**config.mk**
```make
export PLATFORM = sky130hd
export DESIGN_NAME = fetch_prefetch_queue
export DESIGN_NICKNAME = d
export VERILOG_FILES = /design/src/rtl/mips_fetch_pkg.sv /design/src/rtl/sync_fifo.sv /design/src/rtl/fetch_prefetch_queue.sv
export SDC_FILE = /design/constraint.sdc
export NUM_CORES = 1
export LEC_CHECK = 0
export ABC_AREA = 1
export BUFFER_PORTS_ARGS = -buffer_cell sky130_fd_sc_hd__buf_2
export CAP_MARGIN = 20
export CORE_ASPECT_RATIO = 1.1
export CORE_UTILIZATION = 44
export DETAILED_ROUTE_END_ITERATION = 8
export GPL_TIMING_DRIVEN = 0
export HOLD_SLACK_MARGIN = 0.02
export SETUP_SLACK_MARGIN = 0.05
export SLEW_MARGIN = 20
export SYNTH_ARGS = -nofsm -noshare
export SYNTH_HDL_FRONTEND = slang
export SYNTH_SLANG_ARGS = --single-unit
```
**constraint.sdc**
```tcl
create_clock -name clk -period 5.3 [get_ports clk]
set_input_delay 1.59 -clock clk [delete_from_list [all_inputs] [get_ports clk]]
set_output_delay 1.59 -clock clk [all_outputs]
set_load 0.03 [all_outputs]
```
**src/rtl/mips_fetch_pkg.sv**
```systemverilog
// Shared types and defaults for the MIPS fetch front end.
// Entries pair an instruction with the address of its successor.
package mips_fetch_pkg;
  localparam int XLEN = 32;
  localparam logic [XLEN-1:0] NOP_INSTR        = 32'h0000_0000;
  localparam logic [XLEN-1:0] DEFAULT_RESET_PC = 32'h0000_0000;

  typedef struct packed {
    logic [XLEN-1:0] instr;
    logic [XLEN-1:0] pc_plus4;
  } fetch_entry_t;
endpackage

```
**src/rtl/sync_fifo.sv**
```systemverilog
// Single-clock FIFO, head readable combinationally; clear empties it in one cycle.
// Push while full is accepted only when a pop happens in the same cycle.
module sync_fifo #(
  parameter int WIDTH = 8,
  parameter int DEPTH = 4,
  localparam int AW = (DEPTH > 1) ? $clog2(DEPTH) : 1,
  localparam int CW = $clog2(DEPTH + 1)
) (
  input  logic             clk,
  input  logic             rst,
  input  logic             i_push,
  input  logic [WIDTH-1:0] i_dat,
  input  logic             i_pop,
  input  logic             i_clear,
  output logic [WIDTH-1:0] o_dat,
  output logic             o_full,
  output logic             o_empty,
  output logic [CW-1:0]    o_count
);
  logic [WIDTH-1:0] r_mem [DEPTH];
  logic [AW-1:0]    r_wr_ptr;
  logic [AW-1:0]    r_rd_ptr;
  logic [CW-1:0]    r_count;
  logic             w_push;
  logic             w_pop;

  function automatic logic [AW-1:0] f_next(input logic [AW-1:0] p);
    return (p == AW'(DEPTH - 1)) ? '0 : p + 1'b1;
  endfunction

  assign o_full  = (r_count == CW'(DEPTH));
  assign o_empty = (r_count == '0);
  assign o_count = r_count;
  assign o_dat   = r_mem[r_rd_ptr];
  assign w_pop   = i_pop & ~o_empty;
  assign w_push  = i_push & (~o_full | w_pop);

  always_ff @(posedge clk or negedge rst) begin
    if (!rst) begin
      r_wr_ptr <= '0;
      r_rd_ptr <= '0;
      r_count  <= '0;
    end else if (i_clear) begin
      r_wr_ptr <= '0;
      r_rd_ptr <= '0;
      r_count  <= '0;
    end else begin
      if (w_push) r_wr_ptr <= f_next(r_wr_ptr);
      if (w_pop)  r_rd_ptr <= f_next(r_rd_ptr);
      r_count <= r_count + CW'(w_push) - CW'(w_pop);
    end
  end

  always_ff @(posedge clk) begin
    if (w_push && !i_clear) r_mem[r_wr_ptr] <= i_dat;
  end
endmodule

```
**src/rtl/fetch_prefetch_queue.sv**
```systemverilog
// Fetch PC owner and prefetch buffer between instruction memory and IF/ID.
// Issue is credit-limited so every in-flight response already has a queue slot.
module fetch_prefetch_queue
  import mips_fetch_pkg::*;
#(
  parameter int              DEPTH    = 4,
  parameter int              MAX_OUT  = 2,
  parameter logic [XLEN-1:0] RESET_PC = DEFAULT_RESET_PC
) (
  input  logic            clk,
  input  logic            rst,
  input  logic            stall,
  input  logic            redirect,
  input  logic [XLEN-1:0] redirect_pc,
  output logic            imem_req,
  output logic [XLEN-1:0] imem_addr,
  input  logic            imem_gnt,
  input  logic            imem_rvalid,
  input  logic [XLEN-1:0] imem_rdata,
  output logic            out_valid,
  output logic [XLEN-1:0] out_instr,
  output logic [XLEN-1:0] out_pc_plus4
);
  localparam int QCW = $clog2(DEPTH + 1);
  localparam int OW  = $clog2(MAX_OUT + 1);

  logic [XLEN-1:0] r_fetch_pc;
  logic [OW-1:0]   r_drop_cnt;

  logic            w_grant, w_resp, w_q_push, w_q_pop;
  logic            w_q_full, w_q_empty, w_tag_full, w_tag_empty;
  logic [QCW-1:0]  w_q_count;
  logic [OW-1:0]   w_tag_count;
  logic [XLEN-1:0] w_tag_dat;
  logic [31:0]     w_used;
  fetch_entry_t    w_q_in, w_q_head;
  logic            w_unused_ok;

  // Outstanding requests are exactly the tags still waiting for a response.
  assign w_used   = 32'(w_q_count) + 32'(w_tag_count) - 32'(r_drop_cnt);
  assign imem_req = rst & ~redirect & ~w_tag_full & (w_used < 32'(DEPTH));
  assign imem_addr = r_fetch_pc;
  assign w_grant  = imem_req & imem_gnt;
  assign w_resp   = imem_rvalid & ~w_tag_empty;

  assign w_q_push = w_resp & (r_drop_cnt == '0) & ~redirect;
  assign w_q_pop  = out_valid & ~stall & ~redirect;
  assign w_q_in   = '{instr: imem_rdata, pc_plus4: w_tag_dat + 32'd4};

  assign out_valid    = ~w_q_empty;
  assign out_instr    = out_valid ? w_q_head.instr : NOP_INSTR;
  assign out_pc_plus4 = out_valid ? w_q_head.pc_plus4 : '0;
  assign w_unused_ok  = &{1'b0, redirect_pc[1:0]};

  sync_fifo #(.WIDTH($bits(fetch_entry_t)), .DEPTH(DEPTH)) u_entry_q (
    .clk     (clk),
    .rst     (rst),
    .i_push  (w_q_push),
    .i_dat   (w_q_in),
    .i_pop   (w_q_pop),
    .i_clear (redirect),
    .o_dat   (w_q_head),
    .o_full  (w_q_full),
    .o_empty (w_q_empty),
    .o_count (w_q_count)
  );

  sync_fifo #(.WIDTH(XLEN), .DEPTH(MAX_OUT)) u_tag_q (
    .clk     (clk),
    .rst     (rst),
    .i_push  (w_grant),
    .i_dat   (r_fetch_pc),
    .i_pop   (w_resp),
    .i_clear (1'b0),
    .o_dat   (w_tag_dat),
    .o_full  (w_tag_full),
    .o_empty (w_tag_empty),
    .o_count (w_tag_count)
  );

  always_ff @(posedge clk or negedge rst) begin
    if (!rst) begin
      r_fetch_pc <= RESET_PC;
      r_drop_cnt <= '0;
    end else if (redirect) begin
      r_fetch_pc <= {redirect_pc[XLEN-1:2], 2'b00};
      r_drop_cnt <= w_tag_count - OW'(w_resp);
    end else begin
      if (w_grant) r_fetch_pc <= r_fetch_pc + 32'd4;
      if (w_resp && r_drop_cnt != '0) r_drop_cnt <= r_drop_cnt - 1'b1;
    end
  end

  a_no_orphan_resp: assert property (@(posedge clk) disable iff (!rst) !(imem_rvalid && w_tag_empty));
  a_no_overflow:    assert property (@(posedge clk) disable iff (!rst) !(w_q_push && w_q_full && !w_q_pop));
endmodule

```
# Word level (Yosys, flattened, before mapping)
# Memory sizes are Yosys's and may differ from the RTL's.
# Cells that the tools add are included.
[totals]
wordCells = 80
ramBits = 320
mem_count = 2
reg_bits = 45
[op_classes]
eq_ne = 4
n_addsub = 14
muxes = 19
reduce_logical = 11
order_cmp = 1
bitwise_logic = 21
[mem_list]
columns = ["memory", "depth", "word_bits", "read_ports", "rd_ports_with_merged_regs", "wr", "line_no", "rtl"]
rows = [
  ["u_entry_q.r_mem", 4, 64, 1, 0, 1, "sync_fifo.sv:20", "logic [WIDTH-1:0] r_mem [DEPTH];"],
  ["u_tag_q.r_mem", 2, 32, 1, 0, 1, "sync_fifo.sv:20", ""],
]
[ops]
columns = ["op", "count"]
rows = [
  ["$mux 32", 4],
  ["$add 32x3->32 const B", 2],
  ["$lt 32x3->1 const B", 1],
  ["$mux 2", 8],
  ["$and 1x1->1", 13],
  ["$reduce_bool 2->1", 5],
  ["$eq 2x2->1 const B", 3],
  ["$mux 1", 6],
  ["$not 1->1", 6],
  ["$sub 4x2->5", 1],
  ["$add 2x1->2 const B", 2],
  ["$add 3x2->4", 1],
  ["$logic_not 2->1", 2],
  ["$sub 2x1->2", 2],
  ["$add 3x1->3", 1],
  ["$eq 3x3->1 const B", 1],
  ["$logic_not 3->1", 1],
  ["$mux 3", 1],
  ["$sub 3x1->3", 1],
  ["$add 1x1->1 const B", 2],
  ["$add 2x1->2", 1],
  ["$logic_and 1x1->1", 2],
  ["$or 1x1->1", 2],
  ["$sub 2x1->2 const B", 1],
  ["$logic_not 1->1", 1],
]

# Logic depth before layout (Yosys ltp)
# Gate-level depths: netlist of run 1.
[logic_depth]
word_depth = 10
ltp_mapped = 14
ltp_nobuf = 12

# Cells and area by module
# From an unflattened synthesis of run 1, not the netlist that was laid out.
[hier_totals]
hier_cells = 1634
hier_area_um2 = 16604.7
[modules_own_cells]
columns = ["mod", "area_per_inst_um2", "seq_area_each_um2", "instances", "cells_per_inst"]
rows = [
  ["sync_fifo (u_entry_q)", 9974.6, 7862.5, 1, 683],
  ["fetch_prefetch_queue", 4025.1, 800.8, 1, 741],
  ["sync_fifo (u_tag_q)", 2605.0, 2021.9, 1, 210],
]

# Least setup slack after synthesis of run 1
# No wires, ideal clock.
[synth_timing]
path_kind = "in2reg"
start = "input port redirect"
end = "memory u_entry_q.r_mem[0][10] (netlist bit), enable pin"
path_stages = 6
required_time_ns = 4.818
setup_slack_ns = -0.045
arrival_time_ns = 4.862
n_path_buf = 1
cell_sequence = "buf_2 clkinv_1 nand3_1 nand3_1 nand3_1 nor2_1"
[synth_between]
elab_chain_cells = 8
[synth_lines]
columns = ["element", "line_no", "rtl"]
rows = [
  ["start, declared", "fetch_prefetch_queue.sv:13", "input logic redirect,"],
  ["$not 1->1", "fetch_prefetch_queue.sv:46, fetch_prefetch_queue.sv:47", ""],
  ["$and 1x1->1", "fetch_prefetch_queue.sv:47", "assign w_q_pop = out_valid & ~stall & ~redirect;"],
  ["$and 1x1->1", "sync_fifo.sv:35", "assign w_pop = i_pop & ~o_empty;"],
  ["$or 1x1->1", "sync_fifo.sv:36", "assign w_push = i_push & (~o_full | w_pop);"],
  ["$and 1x1->1", "sync_fifo.sv:36", ""],
  ["$logic_and 1x1->1 (*)", "sync_fifo.sv:55", "if (w_push && !i_clear) r_mem[r_wr_ptr] <= i_dat;"],
  ["$mux 1 (*)", "sync_fifo.sv:55", ""],
  ["$mux 1 (not written as such) (*)", "sync_fifo.sv:55", ""],
  ["end, declared", "sync_fifo.sv:20", ""],
]
# Every way passes the cells marked *; elsewhere a longest branch is shown, timed or not.

# Final worst setup path of run 1
[layout_timing]
start = "register u_entry_q.r_rd_ptr[0]"
end = "output port out_pc_plus4[10]"
[layout_between]
elab_chain_cells = 2
[layout_lines]
columns = ["element", "line_no", "rtl"]
rows = [
  ["start, declared", "sync_fifo.sv:22", "logic [AW-1:0] r_rd_ptr;"],
  ["start signal, assigned", "sync_fifo.sv:49", "if (w_pop) r_rd_ptr <= f_next(r_rd_ptr);"],
  ["$mem_v2 4x64", "--", ""],
  ["$mux 32", "fetch_prefetch_queue.sv:52", "assign out_pc_plus4 = out_valid ? w_q_head.pc_plus4 : '0;"],
  ["end, declared", "fetch_prefetch_queue.sv:22", "output logic [XLEN-1:0] out_pc_plus4"],
]
# Every way passes these cells.

==> results of run 1 <==
flip-flops by register name (all words and copies together) (netlist names):
signal,cells
u_entry_q.r_wr_ptr,2
u_tag_q.r_mem,60
u_entry_q.o_count,3
u_entry_q.r_rd_ptr,2
u_tag_q.r_wr_ptr,1
u_tag_q.r_rd_ptr,1
imem_addr,30
r_drop_cnt,2
u_entry_q.r_mem,248
u_tag_q.o_count,2
layout by cell type (no fill, tap or decap), types with 16 or more instances in the layout:
cell,netlist,layout
xor2_1,19,19
a21oi_1,63,63
nand3b_1,21,21
edfxtp_1,308,308
nor2_1,339,333
nand2_1,331,331
o21ai_0,137,137
ha_1,16,16
inv_1,72,72
nand3_1,79,79
dfrtp_1,43,43
clkbuf_16,0,39
buf_2,11,170
clkbuf_1,44,51
area by class of cell:
class | count | area share
plain buffers | 71 | 0.0186
clock inverters | 21 | 0.00699
repair buffers | 173 | 0.0594
well taps | 481 | 0.0320
multi-input cells | 1072 | 0.264
clock buffers | 46 | 0.0534
inverters | 77 | 0.0155
flip-flops and latches | 351 | 0.550
cells by family after synthesis:
group | after synthesis | share of synthesized area
AOI/OAI and AO/OA | 206 | 0.0654
buffers and inverters | 148 | 0.0403
other | 1 | 0.000236
xor gates and xnor gates | 30 | 0.0165
adders and majority gates | 18 | 0.0151
and+or+nand+nor | 814 | 0.212
DFF | 351 | 0.650
worst reg2reg max path: cells and delay by family, from the launching register on:
kind          cells  cell delay (ns)
fa+ha+maj         2             0.78
flops             1             0.43
simple gates      5             0.89
buf+inv           4             0.77
cell usage after synthesis:
library cell / count / share of area
buf_1: 5 / 0.0012
and2_1: 1 / 0.00039
clkinv_1: 1 / 0.00024
a22oi_1: 1 / 0.00047
nand2_2: 14 / 0.0055
buf_12: 1 / 0.0013
or2_2: 2 / 0.00079
inv_2: 3 / 0.00071
o21ai_0: 137 / 0.043
nand2_4: 2 / 0.0014
a21oi_1: 63 / 0.020
nand2_1: 331 / 0.078
buf_4: 7 / 0.0033
nor2_1: 339 / 0.080
xnor2_1: 11 / 0.0061
buf_8: 1 / 0.00095
ha_1: 16 / 0.013
o21bai_1: 1 / 0.00047
nor2_4: 2 / 0.0014
dfrtp_1: 43 / 0.068
nand3_2: 1 / 0.00063
o21ai_1: 3 / 0.00095
nand4_1: 7 / 0.0028
buf_6: 2 / 0.0014
edfxtp_1: 308 / 0.58
o211ai_1: 1 / 0.00047
xor2_1: 19 / 0.010
inv_1: 72 / 0.017
inv_4: 1 / 0.00039
nand3_1: 79 / 0.025
conb_1: 1 / 0.00024
fa_1: 2 / 0.0025
nand3b_1: 21 / 0.0099
clkbuf_1: 44 / 0.010
buf_2: 11 / 0.0035
nor2_2: 15 / 0.0059
final timing paths:
kind                                                          end                              start
worst max-delay path                             out_pc_plus4[10]  u_entry_q.r_rd_ptr[0]$_DFFE_PN0P_
worst min-delay path            u_entry_q.r_wr_ptr[1]$_DFFE_PN0P_  u_entry_q.r_wr_ptr[1]$_DFFE_PN0P_
worst max register to register     u_tag_q.r_mem[1][13]$_DFFE_PP_     u_entry_q.o_count[1]$_DFF_PN0_
worst min register to register  u_entry_q.r_wr_ptr[1]$_DFFE_PN0P_  u_entry_q.r_wr_ptr[1]$_DFFE_PN0P_
max in group asynchronous       u_entry_q.r_wr_ptr[1]$_DFFE_PN0P_                                rst
min in group asynchronous               imem_addr[23]$_DFFE_PN0P_                                rst
metrics by stage:
stage | hold slack, ns | util | area [um^2]
final | 0.572 | 0.532 | 18800
after global routing | 0.599 | 0.532 | 18800
after CTS | 0.574 | 0.532 | 18800
after detailed placement | 0.562 | 0.500 | 17600
after global placement | 0.545 | 0.490 | 17300
after floorplan | 0.520 | - | 15900
metal layers:
layer	global-route usage	vias up	share of wire
met1	0.275	5329	0.43
met3	0.0304	70	0.048
met5	0	-	0
li1	-	5710	-
met2	0.363	319	0.49
met4	0.0821	0	0.032
power groups by stage:
stage	registers, uW	logic, uW	clock network [uW]
global route	3590	3910	2570
global placement	3630	3480	0
CTS	3560	3590	2470
floorplan	3670	2320	0
finish	3560	3540	2420
detailed placement	3620	3580	0
==> results.sh, run 1 <==
export IMPL_status="complete, no violations"
export IMPL_hold_violations=0
export IMPL_cts_tree="yes"
export IMPL_final_antenna_net_count=0
export IMPL_tns_ns=0
export IMPL_syn_instance_count=1568
export IMPL_totalWireLength_um=38700
export IMPL_num_nets_final=1872
export IMPL_netSwitchingPower_uw=3780
export IMPL_cts_made_buffers=38
export IMPL_nFillCells=3202
export IMPL_skew_ns=0.0252
export IMPL_setup_violations=0
export IMPL_critPathTopFamily="buffers and inverters"
export IMPL_ctsHoldBuffers=0
export IMPL_dp_slack_ns=0.487
export IMPL_p_int_uw=5740
export IMPL_clock_latency_ns=0.53
export IMPL_ys_types=36
export IMPL_drt_iter0_markers=624
export IMPL_grt_max_degree=45
export IMPL_num_vias=11400
export IMPL_clock_power_share=0.254
export IMPL_layout_drive_gt1_share=0.161
export IMPL_cts_num_sinks=351
export IMPL_switching_share=0.397
export IMPL_slew_viol_final=0
export IMPL_stdcell_count=2292
export IMPL_core_region_area_um2=35300
export IMPL_die_area_um2=36900
export IMPL_antenna_cells=0
export IMPL_leakage_uw=0.00740
export IMPL_fin_crit_sh=0.849
export IMPL_grt_first_pass_wirelength_um=60400
export IMPL_initial_core_util=0.450
export IMPL_min_delay_path_depth=2
export IMPL_syn_area_um2=15900
export IMPL_required_ns=3.71
export IMPL_wire_per_inst_um=16.9
export IMPL_first_global_vias=11100
export IMPL_critPathArrivalTime_ns=2.91
export IMPL_gp_congestion=0.949
export IMPL_r2r_cells=11
export IMPL_path_class="reg2out"
export IMPL_clkSlewWorstSetupHoldPaths_ns=0.06
export IMPL_die_w_um=183
export IMPL_placedCellCount=2225
export IMPL_die_h_um=201
export IMPL_grt_overflow_total=0
export IMPL_worstPathMaxFanout=10
export IMPL_slowest_stage="clkbuf_1"
export IMPL_synthToLayoutAreaGrowth_pct=18.3
export IMPL_slowest_delay_ns=0.47
export IMPL_root_buffer="clkbuf_16"
export IMPL_seq_power_share=0.374
export IMPL_fmax_ghz=0.222
export IMPL_pin_count=168
export IMPL_synth_seq_cells=351
export IMPL_port_buffers=160
export IMPL_rsz0062_at_grt="no"
export IMPL_multiInputGateArea_um2=4970
export IMPL_drt_pass1_iter_count=5
export IMPL_antenna_found_initial=0
export IMPL_drc_errors=0
export IMPL_relSlewSlack=0.266
export IMPL_combPwrFrac=0.372
export IMPL_post_cts_resized=0
export IMPL_critPathLaunchType="register"
export IMPL_rows=72
export IMPL_setup_ws_ns=0.800
export IMPL_ys_warn_count=0
export IMPL_seq_area_frac_synth=0.650
export IMPL_r2r_slack_ns=2.12
export IMPL_avgSynthCellArea_um2=10.1
export IMPL_postCtsSetupRepairBufs=0
export IMPL_drv_cap=0
export IMPL_seqCellArea_um2=10300
export IMPL_end_kind="output pin"
export IMPL_power_uw=9520
export IMPL_cts_max_level=2
export IMPL_path_buf_inv=5
export IMPL_layout_min_cycle_time_ns=4.50
export IMPL_dp_hpwl_um=27000
export IMPL_worstMarginPinSlew_ns=1.09
export IMPL_cp_cell_sequence="buf_2, inv_2, clkbuf_1, clkbuf_1, o21ai_0, a21oi_1, buf_2"
export IMPL_powerDensity_nw_per_um2=507
export IMPL_grt_use_total=0.213
export IMPL_drt_vias_per_instance=4.99
export IMPL_ir_drop_mv=0.221
export IMPL_clockBufferDepth=3
export IMPL_worstHoldPathType="reg2reg"
export IMPL_crit_cells=7
No activity file was read; power rests on OpenSTA's default activity.
==> inputs of run 2 (changes only) <==
--- a/config.mk
+++ b/config.mk
@@ -5,7 +5,7 @@
 export SDC_FILE = /design/constraint.sdc
 export NUM_CORES = 1
 export LEC_CHECK = 0
-export ABC_AREA = 1
+export ABC_AREA = 0
 export BUFFER_PORTS_ARGS = -buffer_cell sky130_fd_sc_hd__buf_2
 export CAP_MARGIN = 20
 export CORE_ASPECT_RATIO = 1.1
==> constraint.sdc (replaced) <==
create_clock -name clk -period 4.6 [get_ports clk]
set_input_delay 1.38 -clock clk [delete_from_list [all_inputs] [get_ports clk]]
set_output_delay 1.38 -clock clk [all_outputs]
set_load 0.03 [all_outputs]
==> run 2 against run 1 <==
Cell count is 31% lower. Non-clock buffer count decreased by 30. Worst hold slack got worse by 0.029 ns. Wire length shrank 20%. Register-to-register slack worse by 1.5 ns. Design area down 4.6%. Combinational power is 23% lower. Clock power grew 27%. Synthesized cell count fell by 41%.
==> results.sh, run 2 <==
export IMPL_relSlewSlack=0.534
export IMPL_drv_cap=0
export IMPL_layout_drive_gt1_share=0.294
export IMPL_ys_types=67
export IMPL_syn_area_um2=15100
export IMPL_setup_ws_ns=0.331
export IMPL_grt_first_pass_wirelength_um=48900
export IMPL_cts_max_level=2
export IMPL_antenna_found_initial=0
export IMPL_synth_top_area_cell="edfxtp_1"
export IMPL_dp_hpwl_um=21100
export IMPL_path_class="reg2out"
export IMPL_drt_vias_per_instance=5.37
export IMPL_yosys_top_cells_count="edfxtp_1, nor2b_1, mux4_2"
export IMPL_rows=70
export IMPL_power_uw=9760
export IMPL_startpoint="u_entry_q.o_count[1]$_DFF_PN0_"
export IMPL_die_area_um2=35100
export IMPL_root_buffer="clkbuf_16"
export IMPL_hold_violations=0
export IMPL_totalWireLength_um=31100
export IMPL_skew_ns=0.0191
export IMPL_num_vias=8546
export IMPL_synth_ff_type="edfxtp_1"
export IMPL_rsz0062_at_grt="no"
export IMPL_final_common_cell="edfxtp_1"
export IMPL_ys_top_cells_by_area="edfxtp_1, mux4_2, dfrtp_1, nor2b_1, mux2i_1"
export IMPL_min_from="u_tag_q.r_wr_ptr$_DFFE_PN0N_"
export IMPL_synth_edff_count=308
export IMPL_seq_area_frac_synth=0.682
export IMPL_drc_errors=0
export IMPL_top_register="u_entry_q.r_mem"
export IMPL_cts_num_sinks=351
export IMPL_fin_crit_sh=0.928
export IMPL_cts_made_buffers=38
export IMPL_ctsHoldBuffers=0
export IMPL_final_antenna_net_count=0
export IMPL_clkSlewWorstSetupHoldPaths_ns=0.06
export IMPL_syn_instance_count=924
export IMPL_clockBufferDepth=3
export IMPL_layout_min_cycle_time_ns=4.27
export IMPL_setup_violations=0
export IMPL_worstHoldPathType="reg2reg"
export IMPL_num_nets_final=1221
export IMPL_first_global_vias=8699
export IMPL_grt_max_degree=46
export IMPL_die_w_um=179
export IMPL_pin_count=168
export IMPL_fmax_ghz=0.234
export IMPL_multiInputGateArea_um2=4480
export IMPL_critPathArrivalTime_ns=2.89
export IMPL_clock_latency_ns=0.52
export IMPL_worstMarginPinSlew_ns=0.698
export IMPL_cts_tree="yes"
export IMPL_status="complete, no violations"
export IMPL_synth_seq_cells=351
export IMPL_core_region_area_um2=33500
export IMPL_powerDensity_nw_per_um2=545
export IMPL_nFillCells=2764
export IMPL_post_cts_resized=0
export IMPL_synth_top_area_share=0.611
export IMPL_grt_use_total=0.182
export IMPL_leakage_uw=0.00645
export IMPL_yosysMostFrequentCell="edfxtp_1"
export IMPL_rr_startpoint="u_tag_q.r_rd_ptr$_DFFE_PN0P_"
export IMPL_postCtsSetupRepairBufs=0
export IMPL_seqCellArea_um2=10300
export IMPL_gp_congestion=0.851
export IMPL_slew_viol_final=0
export IMPL_worstPathMaxFanout=4
export IMPL_synthArstFlopShare=0.123
export IMPL_dp_slack_ns=0.320
export IMPL_initial_core_util=0.451
export IMPL_antenna_cells=0
export IMPL_critPathLaunchType="register"
export IMPL_required_ns=3.22
export IMPL_port_buffers=160
export IMPL_avgSynthCellArea_um2=16.4
export IMPL_synthToLayoutAreaGrowth_pct=18.4
export IMPL_wire_per_inst_um=19.5
export IMPL_drt_iter0_markers=563
export IMPL_end_kind="output pin"
export IMPL_ir_drop_mv=0.313
export IMPL_die_h_um=197
export IMPL_final_cell_mix="edfxtp_1, buf_2, nor2b_1, mux4_2, nand2_1"
export IMPL_grt_overflow_total=0
export IMPL_ys_warn_count=0
export IMPL_largest_reg_flops=248
export IMPL_drt_pass1_iter_count=5
run 2: cell types whose count changed in the layout (fill, tap and decap cells not counted), sizes merged, moves of 52 or more:
cell   change
inv       -52
o21ai    -107
nor2b     +70
mux4      +62
nor2     -332
nand2    -289
run 2: stage by stage:
stage	TNS, ns	util	hold WS, ns	instances	cell area, um^2
finish	0	0.534	0.544	1590	17900
global route	0	0.534	0.574	1590	17900
CTS	0	0.534	0.548	1590	17900
detailed placement	0	0.496	0.536	1525	16600
global placement	-225.73	0.492	0.479	1519	16500
floorplan	0	-	0.461	927	15100
run 2: cells by family (layout without fill, tap and decap cells):
logic type / after synthesis / in the layout / synth area share
adder cells (fa/ha/maj): 18 / 18 / 0.0159
AO/OA/AOI/OAI: 104 / 104 / 0.0464
other: 1 / 4 / 0.000248
buffers and inverters: 73 / 304 / 0.0245
flip-flops: 351 / 351 / 0.682
XOR/XNOR: 44 / 44 / 0.0255
AND/OR/NAND/NOR: 244 / 244 / 0.0951
multiplexers: 89 / 89 / 0.110
run 2: metal layers:
layer	share of wire	global-route usage	vias to the layer above
met1	0.44	0.252	4226
met4	0.020	0.0508	0
li1	-	-	3996
met5	0	0	-
met2	0.48	0.298	273
met3	0.060	0.0268	51
run 2: cell type report:
cell class	count	share of cell area
flip-flops and latches	351	0.576
multi-input cells	503	0.250
clock buffers	47	0.0591
repair buffers	166	0.0517
well taps	432	0.0302
plain buffers	48	0.0154
clock inverters	18	0.0122
inverters	25	0.00524
run 2: final timing paths:
path	to	slack (ns)	cells past startpoint
worst max-delay path	imem_req	0.33	8
worst min-delay path	u_tag_q.r_wr_ptr$_DFFE_PN0N_	0.54	1
worst max register to register	u_entry_q.r_mem[3][22]$_DFFE_PP_	0.61	14
worst min register to register	u_tag_q.r_wr_ptr$_DFFE_PN0N_	0.54	1
max in group asynchronous	u_entry_q.r_wr_ptr[0]$_DFFE_PN0P_	3.27	1
min in group asynchronous	imem_addr[30]$_DFFE_PN0P_	0.88	1
run 2: critical path, stage by stage, from the launching register on:
cell and delay, ns:
dfrtp_1 0.44, inv_1 0.10, fa_1 0.51, inv_1 0.05, ha_1 0.27, and3b_1 0.21, nor4b_4 0.29, o2111a_2 0.29
buf_2 0.20
run 2: power breakdown:
| part | switching [uW] | leakage [uW] | internal [uW] |
|---|---|---|---|
| clock network | 1180 | 0.000621 | 1910 |
| registers | 170 | 0.00331 | 3780 |
| logic | 1720 | 0.00253 | 1010 |
==> inputs of run 3 (changes only) <==
--- a/config.mk
+++ b/config.mk
@@ -13,8 +13,10 @@
 export DETAILED_ROUTE_END_ITERATION = 8
 export GPL_TIMING_DRIVEN = 0
 export HOLD_SLACK_MARGIN = 0.02
+export REMOVE_ABC_BUFFERS = 1
 export SETUP_SLACK_MARGIN = 0.05
 export SLEW_MARGIN = 20
 export SYNTH_ARGS = -nofsm -noshare
 export SYNTH_HDL_FRONTEND = slang
 export SYNTH_SLANG_ARGS = --single-unit
+export TNS_END_PERCENT = 20
==> run 3 against run 2 <==
Non-clock buffer count down 37. Largest cell class unchanged. Fmax down 2.1%. Largest power group unchanged. Sequential share of layout area up 0.35 points. Worst hold slack worse by 0.013 ns. Combinational power down 7%. Clock-buffer cell count up 1. Via count down 2.9%.
==> results.sh, run 3 (synthesized netlist as in run 2, its figures left out) <==
export IMPL_critPathLaunchType="register"
export IMPL_antenna_cells=0
export IMPL_cts_num_sinks=351
export IMPL_grt_first_pass_wirelength_um=44900
export IMPL_min_delay_path_depth=0
export IMPL_clock_latency_ns=0.53
export IMPL_drc_errors=0
export IMPL_fmax_ghz=0.229
export IMPL_post_cts_resized=0
export IMPL_pin_count=168
export IMPL_seq_power_share=0.420
export IMPL_worstPathMaxFanout=4
export IMPL_clock_power_share=0.321
export IMPL_status="complete, no violations"
export IMPL_rr_startpoint="u_entry_q.o_count[1]$_DFF_PN0_"
export IMPL_worstMarginPinSlew_ns=0.806
export IMPL_drt_pass1_iter_count=4
export IMPL_final_antenna_net_count=0
export IMPL_switching_share=0.309
export IMPL_grt_max_degree=58
export IMPL_end_kind="output pin"
export IMPL_grt_overflow_total=0
export IMPL_nFillCells=2774
export IMPL_initial_core_util=0.451
export IMPL_core_region_area_um2=33500
export IMPL_num_nets_final=1184
export IMPL_leakage_uw=0.00635
export IMPL_largest_reg_flops=248
export IMPL_first_global_vias=8306
export IMPL_r2r_cells=10
export IMPL_drv_cap=0
export IMPL_met2RoutedLength_um=14100
export IMPL_final_area_um2=17800
export IMPL_die_w_um=179
export IMPL_powerDensity_nw_per_um2=547
export IMPL_required_ns=3.22
export IMPL_totalWireLength_um=28300
export IMPL_drt_vias_per_instance=5.33
export IMPL_layout_min_cycle_time_ns=4.36
export IMPL_ir_drop_mv=0.289
export IMPL_netSwitchingPower_uw=3020
export IMPL_combPwrFrac=0.259
export IMPL_wl_met3_um=1200
export IMPL_synthToLayoutAreaGrowth_pct=17.8
export IMPL_power_uw=9750
export IMPL_min_from="imem_addr[31]$_DFFE_PN0P_"
export IMPL_layout_drive_gt1_share=0.291
export IMPL_die_area_um2=35100
export IMPL_postCtsSetupRepairBufs=0
export IMPL_worstHoldPathType="reg2reg"
export IMPL_wl_met1_um=12400
export IMPL_relSlewSlack=0.463
export IMPL_clockBufferDepth=3
export IMPL_setup_ws_ns=0.237
export IMPL_top_register="u_entry_q.r_mem"
export IMPL_root_buffer="clkbuf_16"
export IMPL_hold_end="u_tag_q.r_mem[1][31]$_DFFE_PP_"
export IMPL_placed_area_um2=16500
export IMPL_die_h_um=197
export IMPL_drt_iter0_markers=447
export IMPL_setup_violations=0
export IMPL_cts_made_buffers=38
export IMPL_antenna_found_initial=0
export IMPL_r2r_slack_ns=1.01
export IMPL_wire_per_inst_um=18.2
export IMPL_clkSlewWorstSetupHoldPaths_ns=0.06
export IMPL_num_vias=8294
export IMPL_slew_viol_final=0
export IMPL_rsz0062_at_grt="no"
export IMPL_final_cell_mix="edfxtp_1, buf_2, nor2b_1, mux4_2, nand2_1"
export IMPL_fin_crit_sh=0.948
export IMPL_dr_max_layer_used="met4"
export IMPL_dp_slack_ns=0.284
export IMPL_grt_use_total=0.166
export IMPL_cts_tree="yes"
export IMPL_dp_hpwl_um=18400
export IMPL_hold_violations=0
export IMPL_ctsHoldBuffers=0
export IMPL_path_class="reg2out"
export IMPL_rows=70
export IMPL_r2r_end="imem_addr[6]$_DFFE_PN0P_"
export IMPL_skew_ns=0.0189
export IMPL_critPathArrivalTime_ns=2.98
export IMPL_p_int_uw=6730
export IMPL_gp_congestion=0.763
export IMPL_cts_max_level=2
export IMPL_final_common_cell="edfxtp_1"
export IMPL_port_buffers=161
==> run 3: cell count changes in the layout (fill, tap and decap cells not counted), sizes merged <==
cell | previous run | this run
clkinvlp | 2 | 3
bufinv | 5 | 6
buf | 193 | 177
clkbuf | 67 | 48
dlygate4sd1 | 1 | 0
clkinv | 11 | 12
==> run 3: power groups by stage <==
stage	Combinational [uW]	Sequential, uW	Clock [uW]
floorplan	1700	4210	0
global placement	2000	4180	0
detailed placement	2580	4170	0
CTS	2580	4110	3200
global route	2770	4150	3330
finish	2530	4100	3130
==> run 3: layer usage <==
metal	vias up	track usage
li1	3917	-
met2	202	0.279
met5	-	0
met3	41	0.0268
met4	0	0.0480
met1	4134	0.222
==> run 3: stage by stage <==
step            util  cells  setup TNS, ns  hold slack (ns)
2_1_floorplan      -    879         -81.74            0.461
3_3_place_gp   0.483   1472        -656.97            0.481
3_5_place_dp   0.493   1488              0            0.512
4_1_cts        0.531   1557              0            0.526
5_1_grt        0.531   1557              0            0.557
6_report       0.531   1557              0            0.530
==> run 3: final cells by class <==
class / count / area (um^2) / share of cell area
clock inverters: 21 / 270 / 0.0152
multi-input cells: 503 / 4500 / 0.252
well taps: 432 / 541 / 0.0303
clock buffers: 48 / 1030 / 0.0578
inverters: 25 / 93.8 / 0.00526
repair buffers: 177 / 1060 / 0.0594
flip-flops and latches: 351 / 10300 / 0.580
==> run 3: critical path: stages (launching register included) <==
cell and delay (ns):
dfrtp_1 0.44, inv_1 0.11, fa_1 0.51, inv_1 0.04, ha_1 0.28, and3b_1 0.21, nor4b_4 0.34, o2111a_2 0.32
buf_2 0.21
==> run 3: worst max path at each step <==
| stage | start | end | slack [ns] | depth (start not counted) |
|---|---|---|---|---|
| 6_report | u_entry_q.o_count[1]$_DFF_PN0_ | imem_req | 0.24 | 8 |
| 5_1_grt | u_entry_q.o_count[1]$_DFF_PN0_ | imem_req | 0.07 | 8 |
| 4_1_cts | u_entry_q.o_count[1]$_DFF_PN0_ | imem_req | 0.18 | 8 |
| 3_5_place_dp | rst | imem_req | 0.28 | 3 |
| 3_3_place_gp | u_entry_q.o_count[2]$_DFF_PN0_ | out_pc_plus4[11] | -5.19 | 3 |
| 2_1_floorplan | u_entry_q.o_count[2]$_DFF_PN0_ | out_valid | -1.23 | 2 |
